$ cat config.mk
export PLATFORM = sky130hd
export DESIGN_NAME = trace_uart_tx
export DESIGN_NICKNAME = d
export VERILOG_FILES = /design/src/rtl/trace_uart_tx.sv
export SDC_FILE = /design/constraint.sdc
export NUM_CORES = 1
export LEC_CHECK = 0
export CORE_ASPECT_RATIO = 0.9
export CORE_MARGIN = 3
export CORE_UTILIZATION = 55
export DETAILED_ROUTE_END_ITERATION = 8
export GPL_TIMING_DRIVEN = 0
export HOLD_SLACK_MARGIN = 0.15
export PLACE_DENSITY = 0.74
export SLEW_MARGIN = 15
export SYNTH_ARGS = -nofsm -noshare
export SYNTH_HDL_FRONTEND = slang
export SYNTH_SLANG_ARGS = --single-unit
$ cat constraint.sdc
create_clock -name clk -period 5.1 [get_ports clk]
set_input_delay 1.02 -clock clk [delete_from_list [all_inputs] [get_ports clk]]
set_output_delay 1.02 -clock clk [all_outputs]
set_load 0.02 [all_outputs]
$ cat src/rtl/trace_uart_tx.sv
// Commit-trace UART transmitter: buffers retired-instruction records and sends each as an 8N1 byte frame.
// Define TRACE_CHECKSUM_EN to append an XOR checksum byte over the payload (sync byte excluded).
module trace_uart_tx #(
  parameter int CLKS_PER_BIT = 16,
  parameter int DEPTH        = 4
) (
  input  logic        clk,
  input  logic        rst,
  input  logic        rec_valid,
  output logic        rec_ready,
  input  logic [31:0] rec_pc,
  input  logic [31:0] rec_inst,
  input  logic [4:0]  rec_wb_addr,
  input  logic        rec_wen,
  input  logic [31:0] rec_wb_data,
  input  logic        exit,
  output logic        txd,
  output logic        busy,
  output logic        overflow,
  output logic        done
);

  localparam int AW = $clog2(DEPTH);
  localparam int CW = (CLKS_PER_BIT > 1) ? $clog2(CLKS_PER_BIT) : 1;
  localparam int PW = 104;
`ifdef TRACE_CHECKSUM_EN
  localparam int NBYTES = 15;
`else
  localparam int NBYTES = 14;
`endif
  localparam int FW = 8 * NBYTES;
  localparam logic [3:0]    LAST_BYTE = 4'(NBYTES - 1);
  localparam logic [AW:0]   FULL_CNT  = (AW + 1)'(DEPTH);
  localparam logic [CW-1:0] BIT_LAST  = CW'(CLKS_PER_BIT - 1);

  typedef enum logic [1:0] {IDLE, START, DATA, STOP} state_t;

  state_t        state, state_next;
  logic [PW-1:0] mem [DEPTH];
  logic [PW-1:0] head;
  logic [AW-1:0] wr_ptr, rd_ptr;
  logic [AW:0]   count;
  logic          full, empty, push, pop, exit_seen;
  logic [CW-1:0] clk_cnt;
  logic [2:0]    bit_idx;
  logic [3:0]    byte_idx;
  logic [FW-1:0] frame_sr, frame_load;
  logic [7:0]    cur_byte;
  logic          bit_end, last_byte, txd_next;

  assign full      = (count == FULL_CNT);
  assign empty     = (count == '0);
  assign rec_ready = !full && !exit_seen;
  assign push      = rec_valid && rec_ready;
  assign bit_end   = (clk_cnt == BIT_LAST);
  assign last_byte = (byte_idx == LAST_BYTE);
  // The next record is loaded either from IDLE or in the final cycle of the last stop bit, so frames abut.
  assign pop       = !empty && ((state == IDLE) || (state == STOP && bit_end && last_byte));
  assign busy      = (state != IDLE) || !empty;
  assign head      = mem[rd_ptr];
  assign cur_byte  = frame_sr[FW-1 -: 8];

`ifdef TRACE_CHECKSUM_EN
  function automatic logic [7:0] payload_xor(input logic [PW-1:0] p);
    logic [7:0] c;
    c = '0;
    for (int unsigned i = 0; i < 13; i++) c = c ^ p[8*i +: 8];
    return c;
  endfunction
  assign frame_load = {8'hA5, head, payload_xor(head)};
`else
  assign frame_load = {8'hA5, head};
`endif

  always_ff @(posedge clk) begin
    if (push) mem[wr_ptr] <= {rec_pc, rec_inst, rec_wen, 2'b00, rec_wb_addr, rec_wb_data};
  end

  always_ff @(posedge clk) begin
    if (rst) begin
      wr_ptr <= '0;
      rd_ptr <= '0;
      count  <= '0;
    end else begin
      if (push) wr_ptr <= wr_ptr + AW'(1);
      if (pop)  rd_ptr <= rd_ptr + AW'(1);
      case ({push, pop})
        2'b10:   count <= count + (AW + 1)'(1);
        2'b01:   count <= count - (AW + 1)'(1);
        default: count <= count;
      endcase
    end
  end

  always_ff @(posedge clk) begin
    if (rst) begin
      state <= IDLE;
      txd   <= 1'b1;
    end else begin
      state <= state_next;
      txd   <= txd_next;
    end
  end

  always_comb begin
    state_next = state;
    case (state)
      IDLE:  if (!empty) state_next = START;
      START: if (bit_end) state_next = DATA;
      DATA:  if (bit_end && bit_idx == 3'd7) state_next = STOP;
      STOP:  if (bit_end) state_next = (!last_byte || !empty) ? START : IDLE;
      default: state_next = IDLE;
    endcase
  end

  always_comb begin
    txd_next = 1'b1;
    case (state)
      START:   txd_next = 1'b0;
      DATA:    txd_next = cur_byte[bit_idx];
      default: txd_next = 1'b1;
    endcase
  end

  always_ff @(posedge clk) begin
    if (rst) begin
      clk_cnt  <= '0;
      bit_idx  <= '0;
      byte_idx <= '0;
      frame_sr <= '0;
    end else begin
      if (state == IDLE || bit_end) clk_cnt <= '0;
      else                          clk_cnt <= clk_cnt + CW'(1);
      if (state == START)                bit_idx <= '0;
      else if (state == DATA && bit_end) bit_idx <= bit_idx + 3'd1;
      if (pop) begin
        frame_sr <= frame_load;
        byte_idx <= '0;
      end else if (state == STOP && bit_end) begin
        frame_sr <= {frame_sr[FW-9:0], 8'h00};
        byte_idx <= byte_idx + 4'd1;
      end
    end
  end

  always_ff @(posedge clk) begin
    if (rst) begin
      exit_seen <= 1'b0;
      overflow  <= 1'b0;
      done      <= 1'b0;
    end else begin
      if (exit) exit_seen <= 1'b1;
      if (rec_valid && !rec_ready && !exit_seen) overflow <= 1'b1;
      if (exit_seen && !busy) done <= 1'b1;
    end
  end

endmodule

==> impl_results.md <==
* Final HPWL DP at 27,640 um
* Post-Synth Simple-Gate Area at 7.471%
* Syn Area/Cell at 16.20 um2
* Crit Path Max Fanout at 5
* Post-Route Utilization at 65.68%
* Worst Tran Pin Value at 908.5 ps
* Port Buffers at 109
* Largest area contributor in the netlist: edfxtp_1
* Mux cell area share after synthesis at 11.47%
* Post-Synth XOR/XNOR Area at 0.3780%
* Synth top area share at 58.76%
* Synth unique cells at 43
* Top cells by area, synth: edfxtp_1, dfxtp_1, mux4_2
* Layout cell share with drive strength beyond 1 at 15.17%
* Seq/Total Area, Yosys at 72.01%
* Initial Util at 55.89%
* CTS buffer count at 53
* Finished Layout Cells at 1,988
* Setup bufs post-CTS at 0
* H-Tree Level Count at 2
* GR Overflow Total at 0
* Yosys reg bits at 546
* R2R cell count at 13
* Setup TNS at 0 ps
* Critical Path Start: state[0]$_SDFFE_PP0P_
* CP endpoint kind: output port
* Yosys warns at 0
* Clock latency on the worst-skew pair at 590 ps
* Mapped Area at 0.02085 mm2
* Fin crit period at 3637 ps
* Post-Syn Nets at 1,409
* Worst EP required at 4080 ps
* Site row count at 67
* Worst r2r dst: count[2]$_SDFFE_PP0P_
* Drt total wl at 43,210 um
* # IOs at 111
* Vert. Die Dim at 190.7 um
* Commonest non-fill, non-tap cell in the layout: edfxtp_1
* Max-cap violations at 0
* Routed len/inst at 21.74 um
* Worst Hold Launch: clk_cnt[0]$_SDFF_PP0_
* Critical Path AT at 2620 ps
* RSZ-0062 raised after global routing: no
* Max-Slew Margin vs Limit at 39.11%
* Total power at 0.01257 W
* Die W at 211.2 um
* Period utilization at 71.31%
* CTS Hold Bufs at 0
* CTS tree: yes
* Main combinational cell family by area after synthesis: multiplexers
* Reg2reg setup slack at 1910 ps
* Final hold vios at 0
* Skew final at 19.96 ps
* Most frequent cells in the layout: edfxtp_1, nand2_1, dfxtp_1, clkdlybuf4s50_1, mux4_2
* Clock buffer depth at 3
* Crit Path Class: flip-flop to output port
* # nets final at 1,581
* Post-synth EDFFs at 408
* Syn Inst Count at 1,287
* Vias in the first global route at 12,020
* Via density at 5.971
* CTS Root Buffer Type: clkbuf_16
* Critical R2R Launch: state[1]$_SDFFE_PP0P_
* Largest net degree at the start of global routing at 52
* VDD IR max at 0.3158 mV
* PostCTS Resize Cnt at 0
* Post-synthesis adder-cell area fraction at 0.9961%
* Die Footprint at 0.04029 mm2
* Initial antenna violation count at 4
* GRT Total Usage at 22.04%
* Router iterations before antenna repair at 5
* P_leak at 7.779 nW
* Minimum hold slack at 447.1 ps
* Global-route wire length before repair at 68,140 um
* Via count at 11,870
* Worst Setup Start Kind: flip-flop
* Hold/Removal Path Class: flip-flop to flip-flop
* Clock sinks at 546
* Synth-to-layout area growth at 17.51%
* Cells after DPL at 1,887
* Outcome: finished, final reports clean
* Main flop type after synthesis: edfxtp_1
* WHS Endpoint: clk_cnt[0]$_SDFF_PP0_
* Clk pin slew, worst setup/hold paths at 60 ps
* Compound-cell area share of the yosys netlist at 5.407%
* Hold Path Cell Cnt at 1
* Pwr Density at 513.1 mW/mm2
* Fin. max-slew vios at 0
* CORE AREA at 0.03730 mm2
* Fmax at 275.0 MHz
* Initial DRC Count at 920
* Final ANT Viol Nets at 0
* DRC viols at 0
* Routability Congestion at 0.8465
* # setup viols final at 0
* Fraction of registers with async set/reset at 0%
* # fillers at 2,526
-- registers in the layout, summed over array words and instances, names as in the netlist, named ones only --
| signal | cells |
|---|---|
| state | 2 |
| frame_sr | 112 |
| count | 3 |
| byte_idx | 4 |
| done | 1 |
| overflow | 1 |
| clk_cnt | 4 |
| mem | 408 |
| wr_ptr | 2 |
| bit_idx | 3 |
| exit_seen | 1 |
| txd | 1 |
| rd_ptr | 2 |
-- metal layers --
layer / share of wire [%] / track usage, %
met5: 0.037 / 0
met4: 2.8 / 7.159
met3: 5.9 / 4.080
met2: 47 / 34.56
met1: 44 / 31.84
-- logic make-up after synthesis --
family | Yosys count
XOR/XNOR | 9
buffers and inverters | 108
flip-flops | 546
adder cells (fa/ha/maj) | 16
AO/OA/AOI/OAI | 141
multiplexers | 109
AND/OR/NAND/NOR | 358
-- worst max path at each step --
stage	slack (ps)	cells past startpoint	end
4_1_cts	1430	5	busy
3_3_place_gp	-1670	4	mem[1][60]$_DFFE_PP_
3_5_place_dp	1760	10	count[2]$_SDFFE_PP0P_
6_report	1460	5	busy
5_1_grt	1220	5	busy
2_1_floorplan	660	3	mem[1][0]$_DFFE_PP_
-- power breakdown --
group          internal, W  switching (W)  total (W)  leakage, nW
Combinational      0.00128        0.00186    0.00314         2.09
Clock              0.00227        0.00159    0.00386        0.841
Sequential         0.00534       0.000238    0.00557         4.85
-- stage by stage --
stage,worst slack [ps],instance area [um2]
3_5_place_dp,1756,22780
4_1_cts,1430,24500
6_report,1463,24500
3_3_place_gp,-1674,22550
5_1_grt,1220,24500
2_1_floorplan,661.2,20850
-- critical path: stages (launching register included) --
cell and delay [ps]:
dfxtp_1 340, inv_1 130, ha_1 310, nor4b_1 620
inv_1 80, clkdlybuf4s50_1 560
-- Yosys cell counts (2+ instances only) --
cell and n:
edfxtp_1 408, nand2_1 210, dfxtp_1 138, mux4_2 104
nor3_1 98, a311oi_1 94, clkbuf_1 56, buf_2 24
a21oi_1 21, nor2_1 18, ha_1 15, inv_1 14
nand3_1 12, o211ai_1 8, a31oi_1 6, buf_1 6
buf_4 6, xor2_1 6, mux2i_1 5, and2_1 4
or3_1 4, a211oi_1 3, o21ai_0 3, xnor2_1 3
buf_6 2, nor2b_1 2
-- cell type report --
cell class	instances	area (um2)	area share (%)
Sequential cell	546	15010	61.28
Clock buffer	72	1438	5.867
Tap cell	483	604.3	2.466
Timing Repair Buffer	117	1311	5.352
Buffer	94	420.4	1.716
Multi-Input combinational cell	633	5374	21.93
Clock inverter	27	282.8	1.154
Antenna cell	2	5.005	0.02043
Inverter	14	52.55	0.2145
Power figures use the tool's default switching activity.
